[src/rtl/vga_pixel_fetch.sv]
// VGA scanout stage: prefetches raster-order framebuffer words through a
// credit-limited read port into a pixel FIFO and drives registered RGB/sync.
module vga_pixel_fetch #(
  parameter int unsigned       ADDR_W          = 24,
  parameter logic [ADDR_W-1:0] FB_BASE         = {ADDR_W{1'b0}},
  parameter int unsigned       HRES            = 800,
  parameter int unsigned       VRES            = 600,
  parameter int unsigned       FIFO_DEPTH      = 16,
  parameter logic [23:0]       UNDERFLOW_COLOR = 24'hFF00FF
) (
  input  logic              clk,
  input  logic              reset_n,
  input  logic              enable,
  input  logic              hsync_in,
  input  logic              vsync_in,
  input  logic              de_in,
  output logic              mem_req,
  output logic [ADDR_W-1:0] mem_addr,
  input  logic              mem_ready,
  input  logic              mem_rvalid,
  input  logic [23:0]       mem_rdata,
  output logic [7:0]        vga_r,
  output logic [7:0]        vga_g,
  output logic [7:0]        vga_b,
  output logic              vga_hsync,
  output logic              vga_vsync,
  output logic              vga_de,
  output logic              underflow,
  input  logic              clear_underflow
);

  localparam int unsigned AW    = $clog2(FIFO_DEPTH);
  localparam int unsigned CW    = AW + 1;
  localparam int unsigned TOTAL = HRES * VRES;
  localparam int unsigned RCW   = $clog2(TOTAL + 1);

  localparam logic [CW-1:0]     CNT_ZERO = CW'(0);
  localparam logic [CW-1:0]     CNT_ONE  = CW'(1);
  localparam logic [CW-1:0]     DEPTH_C  = CW'(FIFO_DEPTH);
  localparam logic [AW-1:0]     PTR_ZERO = AW'(0);
  localparam logic [AW-1:0]     PTR_ONE  = AW'(1);
  localparam logic [RCW-1:0]    REQ_ZERO = RCW'(0);
  localparam logic [RCW-1:0]    REQ_ONE  = RCW'(1);
  localparam logic [RCW-1:0]    LAST_REQ = RCW'(TOTAL - 1);
  localparam logic [ADDR_W-1:0] ADDR_ONE = ADDR_W'(1);

  localparam logic [1:0] IDLE  = 2'd0;
  localparam logic [1:0] FETCH = 2'd1;
  localparam logic [1:0] DONE  = 2'd2;

  logic [1:0]     state;
  logic [1:0]     state_nxt;
  logic           vsync_prev;
  logic [RCW-1:0] req_count;
  logic [CW-1:0]  outstanding;
  logic [CW-1:0]  outstanding_nxt;
  logic [CW-1:0]  discard;
  logic [CW-1:0]  discard_nxt;
  logic [23:0]    fifo_mem [FIFO_DEPTH];
  logic [AW-1:0]  rd_ptr;
  logic [AW-1:0]  wr_ptr;
  logic [CW-1:0]  fifo_count;
  logic [CW-1:0]  fifo_count_nxt;
  logic [CW:0]    credit_used;
  logic           mem_req_nxt;

  logic fs;
  logic accept;
  logic discard_hit;
  logic resp_live;
  logic fifo_empty;
  logic fifo_full;
  logic push;
  logic pop;
  logic underflow_set;

  assign fs            = enable && !vsync_in && vsync_prev;
  assign accept        = mem_req && mem_ready;
  assign discard_hit   = (discard != CNT_ZERO);
  assign resp_live     = mem_rvalid && !discard_hit;
  assign fifo_empty    = (fifo_count == CNT_ZERO);
  assign fifo_full     = (fifo_count == DEPTH_C);
  // A response landing on a frame-start cycle belongs to the old frame.
  assign push          = resp_live && !fs && !fifo_full;
  assign pop           = de_in && !fifo_empty;
  assign underflow_set = de_in && fifo_empty && ((state == FETCH) || (state == DONE));

  // Fetch state sequencing.
  always_comb begin
    state_nxt = state;
    if (!enable) begin
      state_nxt = IDLE;
    end else if (fs) begin
      state_nxt = FETCH;
    end else begin
      case (state)
        IDLE:    state_nxt = IDLE;
        FETCH: begin
          if (accept && (req_count == LAST_REQ)) begin
            state_nxt = DONE;
          end else begin
            state_nxt = FETCH;
          end
        end
        DONE:    state_nxt = DONE;
        default: state_nxt = IDLE;
      endcase
    end
  end

  // Next-cycle occupancy; everything in flight at frame start becomes discard.
  always_comb begin
    outstanding_nxt = outstanding;
    discard_nxt     = discard;
    fifo_count_nxt  = fifo_count;
    if (fs) begin
      outstanding_nxt = CNT_ZERO;
      discard_nxt     = discard + outstanding + (accept ? CNT_ONE : CNT_ZERO)
                        - (mem_rvalid ? CNT_ONE : CNT_ZERO);
      fifo_count_nxt  = CNT_ZERO;
    end else begin
      outstanding_nxt = outstanding + (accept ? CNT_ONE : CNT_ZERO)
                        - (resp_live ? CNT_ONE : CNT_ZERO);
      discard_nxt     = discard - ((mem_rvalid && discard_hit) ? CNT_ONE : CNT_ZERO);
      fifo_count_nxt  = fifo_count + (push ? CNT_ONE : CNT_ZERO) - (pop ? CNT_ONE : CNT_ZERO);
    end
    credit_used = {1'b0, fifo_count_nxt} + {1'b0, outstanding_nxt};
    mem_req_nxt = (state_nxt == FETCH) && (credit_used < {1'b0, DEPTH_C});
  end

  // Request side: state, address and credit counters.
  always_ff @(posedge clk) begin
    if (!reset_n) begin
      state       <= IDLE;
      vsync_prev  <= 1'b1;
      mem_req     <= 1'b0;
      mem_addr    <= FB_BASE;
      req_count   <= REQ_ZERO;
      outstanding <= CNT_ZERO;
      discard     <= CNT_ZERO;
    end else begin
      state       <= state_nxt;
      vsync_prev  <= vsync_in;
      mem_req     <= mem_req_nxt;
      outstanding <= outstanding_nxt;
      discard     <= discard_nxt;
      if (fs) begin
        mem_addr  <= FB_BASE;
        req_count <= REQ_ZERO;
      end else if (accept) begin
        mem_addr  <= mem_addr + ADDR_ONE;
        req_count <= req_count + REQ_ONE;
      end else begin
        mem_addr  <= mem_addr;
        req_count <= req_count;
      end
    end
  end

  // Pixel FIFO storage.
  always_ff @(posedge clk) begin
    if (push) begin
      fifo_mem[wr_ptr] <= mem_rdata;
    end
  end

  // Pixel FIFO pointers; frame start flushes.
  always_ff @(posedge clk) begin
    if (!reset_n) begin
      rd_ptr     <= PTR_ZERO;
      wr_ptr     <= PTR_ZERO;
      fifo_count <= CNT_ZERO;
    end else if (fs) begin
      rd_ptr     <= PTR_ZERO;
      wr_ptr     <= PTR_ZERO;
      fifo_count <= CNT_ZERO;
    end else begin
      rd_ptr     <= pop ? rd_ptr + PTR_ONE : rd_ptr;
      wr_ptr     <= push ? wr_ptr + PTR_ONE : wr_ptr;
      fifo_count <= fifo_count_nxt;
    end
  end

  // Display outputs, one cycle behind the timing controller.
  always_ff @(posedge clk) begin
    if (!reset_n) begin
      {vga_r, vga_g, vga_b} <= 24'h000000;
      vga_hsync             <= 1'b1;
      vga_vsync             <= 1'b1;
      vga_de                <= 1'b0;
      underflow             <= 1'b0;
    end else begin
      vga_hsync <= hsync_in;
      vga_vsync <= vsync_in;
      vga_de    <= de_in;
      if (!de_in) begin
        {vga_r, vga_g, vga_b} <= 24'h000000;
      end else if (fifo_empty) begin
        {vga_r, vga_g, vga_b} <= UNDERFLOW_COLOR;
      end else begin
        {vga_r, vga_g, vga_b} <= fifo_mem[rd_ptr];
      end
      if (underflow_set) begin
        underflow <= 1'b1;
      end else if (clear_underflow) begin
        underflow <= 1'b0;
      end else begin
        underflow <= underflow;
      end
    end
  end

endmodule

[config.mk]
export PLATFORM = sky130hd
export DESIGN_NAME = vga_pixel_fetch
export DESIGN_NICKNAME = d
export VERILOG_FILES = /design/src/rtl/vga_pixel_fetch.sv
export SDC_FILE = /design/constraint.sdc
export NUM_CORES = 1
export LEC_CHECK = 0
export BUFFER_PORTS_ARGS = -buffer_cell sky130_fd_sc_hd__buf_4
export CAP_MARGIN = 5
export CORE_MARGIN = 2
export CORE_UTILIZATION = 66
export DETAILED_ROUTE_END_ITERATION = 16
export MAX_ROUTING_LAYER = met4
export PLACE_DENSITY = 0.86
export SKIP_LAST_GASP = 1
export SLEW_MARGIN = 20
export SYNTH_ARGS = -nofsm -noshare
export SYNTH_HDL_FRONTEND = slang
export SYNTH_SLANG_ARGS = --single-unit
[constraint.sdc]
create_clock -name clk -period 10.28 [get_ports clk]
set_input_delay 1.028 -clock clk [delete_from_list [all_inputs] [get_ports clk]]
set_output_delay 1.028 -clock clk [all_outputs]
set_load 0.05 [all_outputs]
==> impl_metrics.toml <==
[outcome]
status = "finished, final reports clean"

[logic_synthesis]
postSynthRegisterBits = 485
synthAdderAreaFrac = 0.02581
ys_types = 53
synth_top_family_by_area = "multiplexers"
yosysTopAreaCell = "edfxtp_1"
synthXorXnorAreaFrac = 0.01651
synth_nets = 1163
ys.flop_type = "edfxtp_1"
syn-cell-area_sq_um = 19100
synth_area_leaders = "edfxtp_1, mux4_2, dfxtp_1"
synth-compound-area-share = 0.03747
netlist_instances = 1093
synth-async-reset-ratio = 0
synth_edf_count = 384
synth_top_area_share = 0.6037
synth_warnings = 0
synth_simple_gate_area_frac = 0.06125
syn_area_per_cell_sq_um = 17.47
yosysSeqAreaShare = 0.7096
muxShareOfSynthArea = 0.1326

[final_layout]
antenna_cells = 0
layout.nets = 1270
final_cell_mix = "edfxtp_1, buf_4, dfxtp_1"
layout-drive-gt1-share = 0.2369
utilization = 0.7630
final_cell_area_sq_um = 21840
final_common_cell = "edfxtp_1"
syn_to_final_growth_pct = 14.35

[sta]
final-setup-viol-count = 0
rsz0062_at_grt = "no"
post-route-period-util = 0.3705
finalHoldWorstSlack_ps = 477.4
tns_ps = 0
fmax_mhz = 262.5
maxSlewViolCount = 0
post-route-min-period_ps = 3809
max_slew.worst_pin.slew_ps = 1111
fin_worst_skew_ps = 22.70
hold_viol_final = 0
slew_headroom = 0.2595

[clock_network]
clkTransAtPathRegs_ps = 60
hold_buffers = 0
cts_buffers = 46
cts_tree = "built"
clock_tree.root_cell = "clkbuf_16"
cts_buffer_depth = 3
clock_latency_ps = 550
cts.sinks = 485
ctsResizeCount = 0
post-cts-setup-buffers = 0
htreeDepth = 2

[drt]
wl_per_cell_um = 27.73
ant_nets = 0
drt_pass1_iterations = 6
vias_per_cell = 6.663
wl_um = 44950
vias = 10800
drc_errors = 0
drtIter0Drc = 1413

[floorplan]
start_util = 0.6672
die_y_um = 174.1
die_x_um = 174.1
coreArea_sq_um = 28630
io_pins = 86
rows = 62
die_area_sq_um = 30320

[global_route]
grt.overflow.total = 0
grt_pass1_wl_um = 67950
gr-usage-all-layers = 0.3128
grt_max_degree = 58
grt_pass1_vias = 11030
antenna_found_initial = 0

[hold_path]
worstHoldPathType = "flop to flop"

[power]
swShare = 0.2664
peakVddDrop_uv = 236.6
p_clk_frac = 0.353
comb_power_share = 0.201
p_int_mw = 3.753
p_leak_nw = 7.162
power_mw = 5.116
p_sw_mw = 1.363
powerDensity_nw_per_um2 = 234.2
seqPwrFrac = 0.446

[placed_design]
dpl-instance-area_sq_um = 20250
place_congestion = 0.8495
port_buffers = 85
hpwl_um = 23800

[run]
max_cap_viol_count = 0

[critical_path]
start_kind = "flop"
cp.arrival_ps = 4290
end_kind = "flop"
path_class = "flop to flop"
path_max_fanout = 5
required_ps = 10760
area by class of cell:
class,count,area [sq um]
Clock buffer,64,1260
Clock inverter,21,331.6
Fill cell,1461,6784
Inverter,32,120.1
Multi-Input combinational cell,527,5276
Sequential cell,485,13560
Tap cell,384,480.5
Timing Repair Buffer,108,810.8
worst max-delay path: stages, from the launching register on:
cell,delay [ps]
dfxtp_1,310
inv_1,80
ha_1,160
nor4b_1,660
nor2b_1,270
ha_1,350
inv_1,40
ha_1,190
fa_1,400
a21oi_1,140
o21bai_1,80
xnor2_1,210
nor2_1,70
ha_1,290
nor4_1,270
and4_1,220
flip-flops by register name (all words and copies together), names as in the netlist, 8 cells and up, named ones only:
name,count
req_count,19
vga_r,8
fifo_mem,384
vga_b,8
vga_g,8
mem_addr,24
path summary, 6_finish.rpt:
check / from / to / slack, ps / cells after the start
worst max-delay path: fifo_count[2]$_SDFF_PP0_ / mem_req$_SDFF_PN0_ / 6470 / 15
worst min register to register: req_count[18]$_SDFFE_PP0P_ / req_count[18]$_SDFFE_PP0P_ / 480 / 2
worst max register to register: fifo_count[2]$_SDFF_PP0_ / mem_req$_SDFF_PN0_ / 6470 / 15
worst min-delay path: req_count[18]$_SDFFE_PP0P_ / req_count[18]$_SDFFE_PP0P_ / 480 / 2
layer usage:
metal	vias up	global-route usage	share of wire
met3	122	0.05031	0.091
met1	5406	0.4083	0.36
met4	0	0.09384	0.030
met2	698	0.5166	0.51
li1	4575	-	-
met5	-	-	0
metrics by stage:
stage	std cells	worst slack, ps
2_1_floorplan	1093	6437
3_3_place_gp	1536	6434
3_5_place_dp	1536	6336
4_1_cts	1621	6490
5_1_grt	1621	6172
6_report	1621	6471
power groups by stage:
stage / combinational [mW] / clock (mW) / sequential (mW)
floorplan: 0.696 / 0 / 2.38
global placement: 0.980 / 0 / 2.31
detailed placement: 1.01 / 0 / 2.32
CTS: 1.03 / 1.82 / 2.28
global route: 1.13 / 1.89 / 2.29
finish: 1.03 / 1.81 / 2.28
cell usage after synthesis (all sizes together), types with 3 or more instances:
| library cell | number |
|---|---|
| o22ai | 8 |
| and2 | 4 |
| a21o | 4 |
| or3 | 11 |
| or4 | 17 |
| nand3 | 24 |
| nor4 | 3 |
| xor2 | 16 |
| o211ai | 16 |
| dfxtp | 101 |
| nor3 | 11 |
| a21oi | 31 |
| mux2i | 37 |
| buf | 20 |
| nand2b | 8 |
| nand2 | 32 |
| a22oi | 16 |
| and3 | 11 |
| o31ai | 13 |
| nand4 | 17 |
| and4 | 6 |
| clkbuf | 29 |
| nor4b | 3 |
| inv | 31 |
| edfxtp | 384 |
| nor2 | 54 |
| a211oi | 3 |
| o21ai | 6 |
| fa | 4 |
| xnor2 | 20 |
| ha | 33 |
| mux4 | 96 |
logic make-up (layout without fill, tap and decap cells):
kind of cell	after synthesis	after routing
mux	133	133
fa+ha+maj	37	37
buf+inv	81	225
simple gates	214	214
xor+xnor	36	36
compound gates	107	107
flops	485	485
(Power assumes the default switching activity.)
